### src/rtl/nlc_pkg.sv
// Shared types and widths for the NLC sample driver.
package nlc_pkg;

    localparam int unsigned SAMPLE_W = 21;

    typedef enum logic [1:0] {
        StIdle,
        StIssue,
        StWait
    } drv_state_t;

endpackage

### src/rtl/sync_fifo.sv
// Single-clock FIFO with show-ahead read port, occupancy count and full/empty flags.
// DEPTH must be a power of two so the pointers wrap naturally.
module sync_fifo #(
    parameter int unsigned WIDTH = 21,
    parameter int unsigned DEPTH = 8
) (
    input  logic                         clk,
    input  logic                         reset,
    input  logic                         push,
    input  logic [WIDTH-1:0]             wdata,
    input  logic                         pop,
    output logic [WIDTH-1:0]             rdata,
    output logic [$clog2(DEPTH+1)-1:0]   count,
    output logic                         full,
    output logic                         empty
);

    localparam int unsigned PtrW = $clog2(DEPTH);
    localparam int unsigned CntW = $clog2(DEPTH + 1);

    logic [WIDTH-1:0] mem_q [DEPTH];
    logic [PtrW-1:0]  wptr_q, wptr_d;
    logic [PtrW-1:0]  rptr_q, rptr_d;
    logic [CntW-1:0]  count_q, count_d;
    logic             do_push, do_pop;

    assign empty = (count_q == '0);
    assign full  = (count_q == CntW'(DEPTH));
    assign count = count_q;
    // Drive zero while empty so the head never shows stale or uninitialised storage.
    assign rdata = empty ? '0 : mem_q[rptr_q];

    // Accept/pop qualification and pointer/count next state.
    always_comb begin
        do_pop  = pop && !empty;
        // A pop in the same cycle frees the slot a push into a full FIFO needs.
        do_push = push && (!full || do_pop);
        wptr_d  = wptr_q;
        rptr_d  = rptr_q;
        count_d = count_q;
        if (do_push) wptr_d = wptr_q + PtrW'(1);
        if (do_pop)  rptr_d = rptr_q + PtrW'(1);
        case ({do_push, do_pop})
            2'b10:   count_d = count_q + CntW'(1);
            2'b01:   count_d = count_q - CntW'(1);
            default: count_d = count_q;
        endcase
    end

    // Pointer and count registers.
    always_ff @(posedge clk or negedge reset) begin
        if (!reset) begin
            wptr_q  <= '0;
            rptr_q  <= '0;
            count_q <= '0;
        end else begin
            wptr_q  <= wptr_d;
            rptr_q  <= rptr_d;
            count_q <= count_d;
        end
    end

    // Storage array; contents need no reset since empty gates the read port.
    always_ff @(posedge clk) begin
        if (do_push) mem_q[wptr_q] <= wdata;
    end

endmodule

### src/rtl/nlc_sample_driver.sv
// Feeds buffered ADC codes to the NLC one at a time and collects its results.
// Only one sample is ever in flight; a result slot is reserved before issue.
module nlc_sample_driver
    import nlc_pkg::*;
#(
    parameter int unsigned DEPTH   = 8,
    parameter int unsigned TIMEOUT = 255
) (
    input  logic                clk,
    input  logic                reset,
    input  logic                wr_en,
    input  logic [SAMPLE_W-1:0] wr_data,
    output logic                wr_full,
    input  logic                rd_en,
    output logic [SAMPLE_W-1:0] rd_data,
    output logic                rd_empty,
    output logic                srdyi,
    output logic [SAMPLE_W-1:0] x_adc,
    input  logic                srdyo,
    input  logic [SAMPLE_W-1:0] x_lin,
    output logic                busy,
    output logic                timeout_err,
    input  logic                clr_err
);

    localparam int unsigned CntW = $clog2(DEPTH + 1);
    localparam int unsigned TmrW = 16;

    drv_state_t          state_q, state_d;
    logic                srdyi_q, srdyi_d;
    logic [SAMPLE_W-1:0] x_adc_q, x_adc_d;
    logic [TmrW-1:0]     tmr_q, tmr_d;
    logic                err_q, err_d;
    logic                busy_q, busy_d;

    logic [SAMPLE_W-1:0] smp_rdata;
    logic                smp_empty, smp_pop;
    logic [CntW-1:0]     smp_count_unused;
    logic [CntW-1:0]     res_count;
    logic                res_full_unused;
    logic                res_push;

    sync_fifo #(
        .WIDTH (SAMPLE_W),
        .DEPTH (DEPTH)
    ) u_smp_fifo (
        .clk   (clk),
        .reset (reset),
        .push  (wr_en),
        .wdata (wr_data),
        .pop   (smp_pop),
        .rdata (smp_rdata),
        .count (smp_count_unused),
        .full  (wr_full),
        .empty (smp_empty)
    );

    sync_fifo #(
        .WIDTH (SAMPLE_W),
        .DEPTH (DEPTH)
    ) u_res_fifo (
        .clk   (clk),
        .reset (reset),
        .push  (res_push),
        .wdata (x_lin),
        .pop   (rd_en),
        .rdata (rd_data),
        .count (res_count),
        .full  (res_full_unused),
        .empty (rd_empty)
    );

    // Transaction sequencing, timeout counting and sticky error next state.
    always_comb begin
        state_d  = state_q;
        srdyi_d  = 1'b0;
        x_adc_d  = x_adc_q;
        tmr_d    = tmr_q;
        err_d    = err_q;
        smp_pop  = 1'b0;
        res_push = 1'b0;
        // Clear first so a timeout in the same cycle overrides it.
        if (clr_err) err_d = 1'b0;
        unique case (state_q)
            StIdle: begin
                if (!smp_empty && ((32'(res_count) + 32'd1) <= DEPTH)) begin
                    state_d = StIssue;
                    smp_pop = 1'b1;
                    x_adc_d = smp_rdata;
                    srdyi_d = 1'b1;
                end
            end
            StIssue: begin
                tmr_d   = '0;
                state_d = StWait;
            end
            StWait: begin
                if (srdyo) begin
                    res_push = 1'b1;
                    state_d  = StIdle;
                end else if (tmr_q == TmrW'(TIMEOUT - 1)) begin
                    tmr_d   = TmrW'(TIMEOUT);
                    err_d   = 1'b1;
                    state_d = StIdle;
                end else begin
                    tmr_d = tmr_q + TmrW'(1);
                end
            end
            default: state_d = StIdle;
        endcase
        busy_d = (state_d != StIdle);
    end

    // FSM and registered outputs.
    always_ff @(posedge clk or negedge reset) begin
        if (!reset) begin
            state_q <= StIdle;
            srdyi_q <= 1'b0;
            x_adc_q <= '0;
            tmr_q   <= '0;
            err_q   <= 1'b0;
            busy_q  <= 1'b0;
        end else begin
            state_q <= state_d;
            srdyi_q <= srdyi_d;
            x_adc_q <= x_adc_d;
            tmr_q   <= tmr_d;
            err_q   <= err_d;
            busy_q  <= busy_d;
        end
    end

    assign srdyi       = srdyi_q;
    assign x_adc       = x_adc_q;
    assign busy        = busy_q;
    assign timeout_err = err_q;

endmodule

### config.mk
export PLATFORM = sky130hd
export DESIGN_NAME = nlc_sample_driver
export DESIGN_NICKNAME = d
export VERILOG_FILES = /design/src/rtl/nlc_pkg.sv /design/src/rtl/sync_fifo.sv /design/src/rtl/nlc_sample_driver.sv
export SDC_FILE = /design/constraint.sdc
export NUM_CORES = 1
export LEC_CHECK = 0
export ABC_AREA = 0
export BUFFER_PORTS_ARGS = -buffer_cell sky130_fd_sc_hd__buf_2
export CORE_AREA = 2 2 232 234
export CTS_CLUSTER_DIAMETER = 60
export DETAILED_ROUTE_END_ITERATION = 12
export DIE_AREA = 0 0 234 236
export PLACE_DENSITY = 0.43
export SYNTH_ARGS = -nofsm -noshare
export SYNTH_HDL_FRONTEND = slang
export SYNTH_SLANG_ARGS = --single-unit
### constraint.sdc
create_clock -name clk -period 8.7 [get_ports clk]
set_input_delay 0.87 -clock clk [delete_from_list [all_inputs] [get_ports clk]]
set_output_delay 0.87 -clock clk [all_outputs]
set_load 0.02 [all_outputs]
; Word level (Yosys, flattened, before mapping)
; Memory sizes are Yosys's and may differ from the RTL's. A register that Yosys moved wholly into a read port is not among the register bits.
; Cells that the tools add are included.
[totals]
out_inout_bits = 47
mem_count = 2
register_bits = 41
ramBits = 336
elab_cells = 77
in_bits = 48
[memory_table]
columns = memory, depth, word_bits, read_ports, rd_clocked_by_memory_dff, write_ports, line
row1 = u_res_fifo.mem_q, 8, 21, 1, 0, 1, sync_fifo.sv:21  ; logic [WIDTH-1:0] mem_q [DEPTH];
row2 = u_smp_fifo.mem_q, 8, 21, 1, 1, 1, sync_fifo.sv:21
[op_classes]
n_reduce_logical = 21
n_lt_le_gt_ge = 1
mux = 22
eq_ne = 10
addsub = 10
[op_table]
columns = cell, n
row1 = $mux 16, 2
row2 = $pmux 16 s2, 1
row3 = $mux 21, 1
row4 = $add 16x1->16 const B, 1
row5 = $eq 16x8->1 const B, 1
row6 = $pmux 4 s2, 2
row7 = $add 3x1->3 const B, 4
row8 = $mux 1, 12
row9 = $add 4x1->4 const B, 2
row10 = $eq 4x4->1 const B, 2
row11 = $logic_not 4->1, 2
row12 = $reduce_bool 2->1, 4
row13 = $sub 4x1->4 const B, 2
row14 = $eq 2x1->1 const B, 3
row15 = $eq 2x2->1 const B, 3
row16 = $mux 2, 3
row17 = $pmux 2 s3, 1
row18 = $add 4x1->5 const B, 1
row19 = $le 5x4->1 const B, 1
row20 = $logic_and 1x1->1, 5
row21 = $logic_not 1->1, 5
row22 = $reduce_and 2->1, 2
row23 = $logic_not 2->1, 1
row24 = $logic_or 1x1->1, 2
row25 = $ne 2x2->1 const B, 1

; Longest topological paths before layout
; Gate-level depths: netlist of run 1.
[logic_depth]
depth_word = 10
ltp_mapped = 10
depth_no_buf = 9

; Hierarchy
; Synthesis of run 1 repeated with hierarchy kept, for this count alone.
[unflattened]
cells_unflattened = 845
hier_area_um2 = 16094.2
[modules_own_cells]
columns = module, area_per_inst_um2, n_inst, cells_per_inst, seq_area_each_um2
row1 = sync_fifo (u_smp_fifo), 7104.3, 1, 347, 5295.1
row2 = sync_fifo (u_res_fifo), 7033.0, 1, 334, 5295.1
row3 = nlc_sample_driver, 1956.9, 1, 164, 1051.0

; Worst setup path after synthesis of run 1
; No wires, ideal clock.
[synth_path]
path_kind = input to register
startpoint = input wr_en
endpoint = memory u_smp_fifo.mem_q[0][0], enable pin
t_arrival_ns = 3.161
setup_ns = 0.452
cell_stages = 3
required_ns = 8.248
slack_ns = 5.087
n_path_buf = 0
cell_sequence = o21a_1 inv_2 nor4_1
[synth_via]
elab_chain_cells = 3
[synth_lines]
columns = element, line
row1 = from (decl), nlc_sample_driver.sv:11  ; input logic wr_en,
row2 = $logic_and 1x1->1, sync_fifo.sv:37  ; do_push = push && (!full || do_pop);
row3 = $mux 1, sync_fifo.sv:65  ; if (do_push) mem_q[wptr_q] <= wdata;
row4 = $mux 1 (implied by the code), sync_fifo.sv:65
row5 = to (decl), sync_fifo.sv:21
; Every way passes these cells.

; Worst setup path in the final report of run 1
[layout_path]
startpoint = register u_res_fifo.rptr_q[0]
endpoint = output rd_data[9]
[layout_via]
elab_chain_cells = 2
[layout_lines]
columns = element, line
row1 = from (decl), sync_fifo.sv:23  ; logic [PtrW-1:0] rptr_q, rptr_d;
row2 = from (signal assigned), sync_fifo.sv:58  ; rptr_q <= rptr_d;
row3 = $mem_v2 8x21, --
row4 = $mux 21, sync_fifo.sv:31  ; assign rdata = empty ? '0 : mem_q[rptr_q];
row5 = to (decl), nlc_sample_driver.sv:15  ; output logic [SAMPLE_W-1:0] rd_data,
; Every way passes these cells.

==> run metrics, run 1 <==
io pins between 90 and 100; TritonCTS clock tree built; Peak VDD IR about 160 uV; Final Hold Fails 0; synth warn 0; r2r setup slk roughly 6000 ps; P_leak approximately 6.5 nW; met3 Use GR approximately 2.6%; post-layout min period ~3800 ps; WP buf/inv 2; fin crit share 43.6%; Achievable Freq 264 MHz; fraction of layout instances using a drive strength above 1 31.0%; die area between 50,000 and 60,000 um2; Synth Register Bits 398; FP Rows 85; startpoint type of the worst setup path register; Worst EP required 7830 ps; Worst R2R Path Depth 9; Cells after Synth 823; width of the die 234 um; PostCTS Resize Cnt 0; Iteration-0 DRC Markers 313; Crit Path Max Fanout 26; Final setup viols 0; skew final roughly 33 ps; Max Root-Sink Buffers 3; Crit path depth 5; Worst path slowest cell dfrtp_2; I/O Buffers 94; via count 7,797; clk root buf clkbuf_16; RR Endpoint u_smp_fifo.count[3]; sequential area share after synthesis 74.1%; most common cell after layout, fill and taps aside edfxtp_1; most frequent cells in the layout edfxtp_1, buf_2, mux4_2; final core occ 35.1%; first-pass GRT wire length 52,300 um; CP Launch Point u_res_fifo.rptr_q[0]; Worst EP arrival slightly below 3000 ps; Chip Height approximately 240 um; Min-Delay Path Class input pin to async pin; nets ~1,000; count of cell types in the netlist 49; Worst-Margin Slew 1160 ps; Syn Area/Cell 19.1 um2; met2 Use GR 20.6%; Skew-Pair Late Insertion Delay 580 ps; critical path endpoint rd_data[9]; syn_nets 885; Pwr Density 337 nW/um2; Synth async-reset ratio 15.6%; worst path cell trace buf_4, mux4_2, mux2i_1, nor2_1, buf_2; setup TNS 0 ps; DR vias/cell about 4.6; EDFF count, synth about 340; reg2reg start u_smp_fifo.count[0]; Clock Sink Count between 300 and 400; CTS Hold Bufs 0; critical path class register to output port; Synth Flop Type edfxtp_1; critical path endpoint category output port; clk slew on worst S/H paths 60 ps; initial antenna violation count 2; depth of the CTS H-tree 2; core area 53,100 um2; HPWL after DPL 18,200 um; GPL Wtd Cong 0.693; DRT Pass-1 Iters 4; met1 Usage GRT 16.7%; CTS Buf Count 48; Syn Std Cell Area 15,700 um2; GRT busiest layer met2; largest net degree at the start of global routing 45; CP peak stage delay 780 ps; total gr overflow 0; status finished clean; vias in the first global route about 8,400; # DRC 0; MaxCap Viol Count 0; Antenna Nets Post-Route 0; gr usage total around 13%; post-CTS setup buffers 0; final-report max-slew violation count 0; P&R area growth vs syn 18.8%; Initial Utilization 29.6%; RSZ-0062 raised after global routing false; critical path's top delay family flip-flops; detailed-route wire length per cell around 20 um; detailed-route wire length about 34,000 um; relative slew slack 22.3%
-- cell usage after synthesis, drive strengths merged (2+ instances only) --
| library cell | number | share of area, % |
|---|---|---|
| edfxtp | 336 | 64 |
| mux4 | 84 | 12 |
| dfrtp | 62 | 9.9 |
| nor2 | 58 | 1.4 |
| mux2i | 46 | 2.9 |
| a21oi | 27 | 0.86 |
| clkbuf | 25 | 0.72 |
| nand2 | 25 | 0.60 |
| buf | 20 | 0.69 |
| inv | 14 | 0.33 |
| ha | 12 | 0.96 |
| a31oi | 11 | 0.44 |
| nor3 | 10 | 0.32 |
| nand3 | 9 | 0.29 |
| o21ai | 9 | 0.29 |
| xnor2 | 9 | 0.50 |
| nand2b | 7 | 0.28 |
| nand4 | 6 | 0.28 |
| o211ai | 5 | 0.24 |
| xor2 | 5 | 0.28 |
| and4 | 4 | 0.23 |
| nand3b | 4 | 0.19 |
| nor4 | 4 | 0.16 |
| and3 | 3 | 0.13 |
| mux2 | 3 | 0.22 |
| o311ai | 3 | 0.17 |
| o41a | 3 | 0.22 |
| a21o | 2 | 0.096 |
| a41oi | 2 | 0.11 |
| and2 | 2 | 0.080 |
| fa | 2 | 0.25 |
| or4b | 2 | 0.13 |
-- registers in the layout, summed over array words and instances, names as in the netlist, 2 cells and up --
name               flops
state_q                2
u_res_fifo.wptr_q      3
u_res_fifo.rptr_q      3
u_smp_fifo.count       4
tmr_q                 16
u_res_fifo.count       4
u_res_fifo.mem_q     168
x_adc                 21
u_smp_fifo.rptr_q      3
u_smp_fifo.mem_q     168
u_smp_fifo.wptr_q      3
-- final cells by class --
class / instances / area, um2
inverters: 14 / 52.6
diodes: 2 / 5.00
clock inverters: 22 / 235
multi-input cells: 366 / 3860
repair buffers: 119 / 661
fillers: 5016 / 34400
flip-flops and latches: 398 / 11600
well taps: 696 / 871
clock buffers: 66 / 1320
-- how the worst min path moves through the flow --
| stage | from | slack (ps) | to |
|---|---|---|---|
| global placement | tmr_q[15] | 480 | tmr_q[15] |
| finish | reset | 200 | x_adc[16] |
| detailed placement | tmr_q[15] | 490 | tmr_q[15] |
| CTS | reset | 190 | x_adc[16] |
| floorplan | tmr_q[15] | 450 | tmr_q[15] |
| global route | reset | 210 | x_adc[16] |
-- where the power goes --
part	switching, mW	leakage (nW)	internal, mW
Sequential	0.153	3.79	2.35
Clock	0.774	0.757	1.18
Combinational	1.04	1.91	0.779
-- cells by family (layout without fill, tap and decap cells) --
logic type,count (synthesis),in the layout,share of synthesized area [%]
buf+inv,59,221,1.74
compound gates,66,66,2.62
simple gates,139,139,4.33
mux,133,133,15.2
other cells,0,2,0
flops,398,398,74.1
xor+xnor,14,14,0.781
fa+ha+maj,14,14,1.21
-- metal layers --
layer	up-vias	wire length (um)
met2	151	16100
met4	4	740
li1	3555	-
met5	-	20
met1	4031	15300
met3	56	1600
-- metrics by stage --
step | hold WS (ps) | area [um2] | total power, mW | worst slack, ps | std cells
detailed placement | 493 | 17100 | 4.43 | 5370 | 1593
floorplan | 454 | 15700 | 3.85 | 5090 | 823
CTS | 191 | 18600 | 6.43 | 4740 | 1681
finish | 201 | 18700 | 6.28 | 4910 | 1683
global route | 207 | 18600 | 6.65 | 4600 | 1681
global placement | 483 | 17100 | 4.42 | 5380 | 1593
Power figures use the tool's default switching activity.
==> run 2, diff against run 1 <==
--- a/config.mk
+++ b/config.mk
@@ -11,7 +11,7 @@
 export CTS_CLUSTER_DIAMETER = 60
 export DETAILED_ROUTE_END_ITERATION = 12
 export DIE_AREA = 0 0 234 236
-export PLACE_DENSITY = 0.43
+export PLACE_DENSITY = 0.45
 export SYNTH_ARGS = -nofsm -noshare
 export SYNTH_HDL_FRONTEND = slang
 export SYNTH_SLANG_ARGS = --single-unit
==> constraint.sdc (replaced) <==
create_clock -name clk -period 3.3 [get_ports clk]
set_input_delay 0.33 -clock clk [delete_from_list [all_inputs] [get_ports clk]]
set_output_delay 0.33 -clock clk [all_outputs]
set_load 0.02 [all_outputs]
==> run 2 against run 1 <==
Compared with the run above: first-iteration DRC count rose by 18%; critical path type unchanged; design area fell by 0.48%; critical endpoint is now rd_data[19]; critical path depth did not move; non-clock buffer count rose by 5; total power rose to 2.6 times the previous value; setup slack got worse by 4500 ps; via count barely moved.
==> run metrics, run 2 (synthesized netlist as in run 1, its figures left out) <==
nets ~1,000; Clock Power Share 28.8%; Worst R2R Path Depth 9; Fill cells slightly below 5,000; Comb power frac 30.0%; Crit Path Max Fanout 18; total gr overflow 0; MaxCap Viol Count 0; RSZ-0062 raised after global routing false; Multi-input gate area 3870 um2; TritonCTS clock tree built; Worst Hold Endpoint u_res_fifo.mem_q[7][5]; Worst path slowest cell dfrtp_2; detailed-route wire length per cell 19.7 um; P&R area growth vs syn 18.2%; depth of the CTS H-tree 2; fin crit share 87.5%; Achievable Freq 346 MHz; worst path cell trace buf_12, mux4_2, mux2i_1, nor2_1, buf_2; width of the die about 230 um; # DRC 0; Worst-Margin Slew 912 ps; initial antenna violation count 3; I/O Buffers 94; hold path cells 1; Worst EP arrival 2560 ps; fraction of layout instances using a drive strength above 1 30.0%; HPWL after DPL between 15,000 and 20,000 um; Initial Utilization 29.6%; Final Hold Fails 0; P_leak 6.40 nW; r2r setup slk 570 ps; Peak VDD IR roughly 460 uV; Antenna Nets Post-Route 0; die area approximately 55,000 um2; setup TNS 0 ps; relative slew slack 39.2%; vias in the first global route 8,062; via count roughly 7,800; hold path start x_lin[5]; Power, Total 16.2 mW; GPL Wtd Cong 0.697; Min-Delay Path Class input pin to register; Iteration-0 DRC Markers 369; largest net degree at the start of global routing 63; post-CTS setup buffers 0; detailed-route wire length roughly 33,000 um; most frequent cells in the layout edfxtp_1, buf_2, mux4_2; storage element area between 10,000 and 15,000 um2; critical path class register to output port; Max Root-Sink Buffers 3; clk slew on worst S/H paths 60 ps; most common cell after layout, fill and taps aside edfxtp_1; Psw 5.15 mW; diodes inserted 0; first-pass GRT wire length 50,400 um; cell-internal power 11.0 mW; CTS Buf Count between 40 and 50; PostCTS Resize Cnt 0; clk root buf clkbuf_16; RR Endpoint u_smp_fifo.count[3]; Pwr Density 871 nW/um2; sequential share of power 41.2%; core area between 50,000 and 60,000 um2; Final setup viols 0; final-report max-slew violation count 0; critical path endpoint category output port; critical path's top delay family multiplexers; post-layout min period roughly 2900 ps; Clock Sink Count 398; CP peak stage delay between 700 and 800 ps; Skew-Pair Late Insertion Delay 560 ps; DR vias/cell 4.65; DRT Pass-1 Iters 4; reg2reg start u_smp_fifo.count[0]; status finished clean; io pins 95; Worst EP required 2970 ps; FP Rows 85; sw frac 31.8%; startpoint type of the worst setup path register; gr usage total between 10% and 20%; WP buf/inv 2; Chip Height 236 um; skew final ~13 ps
run 2: worst max-delay path by stage:
stage                    startpoint                     end  slack (ps)  depth (start not counted)
6_report       u_res_fifo.rptr_q[0]             rd_data[19]         410                          5
5_1_grt        u_res_fifo.rptr_q[0]             rd_data[19]         230                          5
4_1_cts        u_res_fifo.rptr_q[0]             rd_data[19]         330                          5
3_5_place_dp    u_smp_fifo.count[0]     u_smp_fifo.count[3]         570                          9
3_3_place_gp    u_smp_fifo.count[0]     u_smp_fifo.count[3]         610                          9
2_1_floorplan            state_q[0]  u_res_fifo.mem_q[1][0]         320                          4
run 2: layer usage:
| layer | up-vias | routed length (um) | global-route usage, % |
|---|---|---|---|
| li1 | 3541 | - | - |
| met1 | 4053 | 14700 | 16.3 |
| met2 | 143 | 16300 | 20.0 |
| met3 | 54 | 1150 | 2.55 |
| met4 | 4 | 801 | 3.64 |
| met5 | - | 25 | 0 |
run 2: worst register-to-register path, stage by stage, from the launching register on:
cell	delay [ps]
dfrtp_1	460
or4b_1	560
o21a_1	240
inv_2	180
ha_1	240
ha_1	250
a21o_1	170
a21oi_1	180
mux2i_1	240
xnor2_1	130
run 2: cell type report:
cell class              instances  area share (%)
inverters                      14           0.283
well taps                     696            4.69
repair buffers                124            4.14
flip-flops and latches        398            62.7
clock buffers                  58            6.33
multi-input cells             366            20.8
clock inverters                20           0.971
run 2: metrics by stage:
| stage | instances | instance area, um2 | worst slack, ps | util [%] | hold slack, ps |
|---|---|---|---|---|---|
| 3_5_place_dp | 1595 | 17200 | 570 | 32.4 | 477 |
| 6_report | 1676 | 18600 | 412 | 35.0 | 39.4 |
| 2_1_floorplan | 823 | 15700 | 318 | - | 34.4 |
| 5_1_grt | 1676 | 18600 | 230 | 35.0 | 21.4 |
| 3_3_place_gp | 1595 | 17200 | 609 | 32.4 | 483 |
| 4_1_cts | 1676 | 18600 | 335 | 35.0 | 2.05 |
run 2: power groups by stage:
stage | logic, mW | registers, mW | clock network [mW]
after floorplan | 3.43 | 6.72 | 0
after global placement | 5.00 | 6.76 | 0
after detailed placement | 5.01 | 6.78 | 0
after CTS | 5.01 | 6.69 | 4.82
after global routing | 5.36 | 6.76 | 5.00
final | 4.85 | 6.67 | 4.66
run 2: what timing repair did:
action / 4_1_cts / 5_1_grt
hold endpoints to repair: 71 / 0
setup endpoints to repair: 0 / 0
hold buffers: 3 / 0
==> run 3, diff against run 2 <==
--- a/config.mk
+++ b/config.mk
@@ -12,6 +12,7 @@
 export DETAILED_ROUTE_END_ITERATION = 12
 export DIE_AREA = 0 0 234 236
 export PLACE_DENSITY = 0.45
+export REMOVE_ABC_BUFFERS = 1
 export SYNTH_ARGS = -nofsm -noshare
 export SYNTH_HDL_FRONTEND = slang
 export SYNTH_SLANG_ARGS = --single-unit
==> run 3 against run 2 <==
Compared with the run above: maximum frequency down 1.2%; combinational power shrank 1%; routed wire length grew 2.5%; die area is the same; setup slack worse by 36 ps; sequential cell count is the same; critical path type unchanged; largest power group unchanged.
==> run metrics, run 3 (synthesized netlist as in run 1, its figures left out) <==
worst path cell trace buf_12, mux4_2, mux2i_1, nor2_1, buf_2; pre-CTS WS between 500 and 600 ps; detailed-route wire length per cell ~20 um; Peak VDD IR 513 uV; first-pass GRT wire length about 52,000 um; post-layout min period 2920 ps; I/O Buffers 94; setup ws final roughly 380 ps; critical path class register to output port; Worst-Margin Slew 924 ps; clk root buf clkbuf_16; total gr overflow 0; fraction of layout instances using a drive strength above 1 between 30% and 40%; P_leak between 6 and 7 nW; Crit Path Max Fanout 19; skew final 17.1 ps; detailed-route wire length 33,800 um; core area between 50,000 and 60,000 um2; Antenna Nets Post-Route 0; CTS Hold Bufs 4; Multi-input gate area 3860 um2; vias in the first global route 8,335; P&R area growth vs syn 19.6%; depth of the CTS H-tree 2; reg2reg start u_smp_fifo.count[0]; Worst R2R Path Depth 9; Skew-Pair Late Insertion Delay 560 ps; GPL Wtd Cong 0.686; Max Root-Sink Buffers 3; width of the die approximately 230 um; Final Hold Fails 0; PostCTS Resize Cnt 0; Power, Total 16.6 mW; startpoint type of the worst setup path register; Chip Height 236 um; Min-Delay Path Class input pin to register; Achievable Freq 342 MHz; Worst EP arrival 2590 ps; r2r setup slk 590 ps; final-report max-slew violation count 0; Fill cells 4,975; post-CTS setup buffers 0; status finished clean; Worst EP required 2970 ps; Crit path depth 5; Iteration-0 DRC Markers 414; CTS Buf Count 47; setup TNS 0 ps; gr usage total roughly an eighth; DRT Pass-1 Iters 5; critical path's top delay family flip-flops; largest net degree at the start of global routing 63; storage element area 11,600 um2; Initial Utilization 29.6%; relative slew slack about two fifths; Clock Sink Count ~400; FP Rows 85; clk slew on worst S/H paths 60 ps; RR Endpoint u_smp_fifo.count[3]; RSZ-0062 raised after global routing false; fin crit share 88.6%; via count a little under 8,000; TritonCTS clock tree built; DR vias/cell 4.60; HPWL after DPL 19,400 um; MaxCap Viol Count 0; nets 1,021; Final setup viols 0; hold path cells 1; Pwr Density between 800 and 900 nW/um2; CP peak stage delay 830 ps; initial antenna violation count 4; Worst Hold Endpoint u_smp_fifo.mem_q[0][14]; most frequent cells in the layout edfxtp_1, buf_2, mux4_2; die area 55,200 um2; most common cell after layout, fill and taps aside edfxtp_1; WP buf/inv 2; critical path endpoint category output port; hold path start wr_data[14]; io pins 95; # DRC 0; Worst path slowest cell dfrtp_2
run 3: cell count changes in the layout (fill, tap and decap cells not counted), sizes merged:
cell,previous run,this run
diode,0,1
bufinv,2,5
inv,17,16
clkinvlp,1,4
clkinv,14,17
dlygate4sd3,3,4
clkbuf,58,57
buf,121,128
run 3: final cells by class:
type	count	share of cell area, %
Tap cell	696	4.64
Inverter	14	0.280
Clock buffer	57	6.57
Multi-Input combinational cell	366	20.6
Timing Repair Buffer	132	4.42
Sequential cell	398	62.0
Antenna cell	1	0.0133
Clock inverter	28	1.49
run 3: report_power, final:
part           leakage [nW]  switching [mW]  internal [mW]
registers              3.79           0.524           6.20
clock network         0.736            2.01           3.05
logic                  1.99            2.65           2.14
total                  6.51            5.18           11.4
run 3: how the worst max path moves through the flow:
stage	slack, ps	from	endpoint
3_3_place_gp	630	u_smp_fifo.count[0]	u_smp_fifo.count[3]
3_5_place_dp	580	u_smp_fifo.count[0]	u_smp_fifo.count[3]
5_1_grt	150	u_res_fifo.rptr_q[0]	rd_data[7]
4_1_cts	260	u_res_fifo.rptr_q[0]	rd_data[20]
2_1_floorplan	-1110	u_res_fifo.count[0]	u_res_fifo.count[3]
6_report	380	u_res_fifo.rptr_q[0]	rd_data[7]
run 3: metal layers:
| layer | wire [um] | GRT usage (%) |
|---|---|---|
| met4 | 718 | 3.91 |
| met2 | 16800 | 21.1 |
| met5 | 37 | 0 |
| met3 | 1400 | 2.65 |
| met1 | 14900 | 16.3 |
run 3: metrics by stage:
step	instances	area (um2)	hold slack, ps	util, %
after floorplan	778	15500	34.4	-
after global placement	1602	17200	485	32.5
after detailed placement	1602	17200	482	32.5
after CTS	1691	18800	2.09	35.4
after global routing	1692	18800	24.2	35.4
final	1692	18800	37.9	35.4
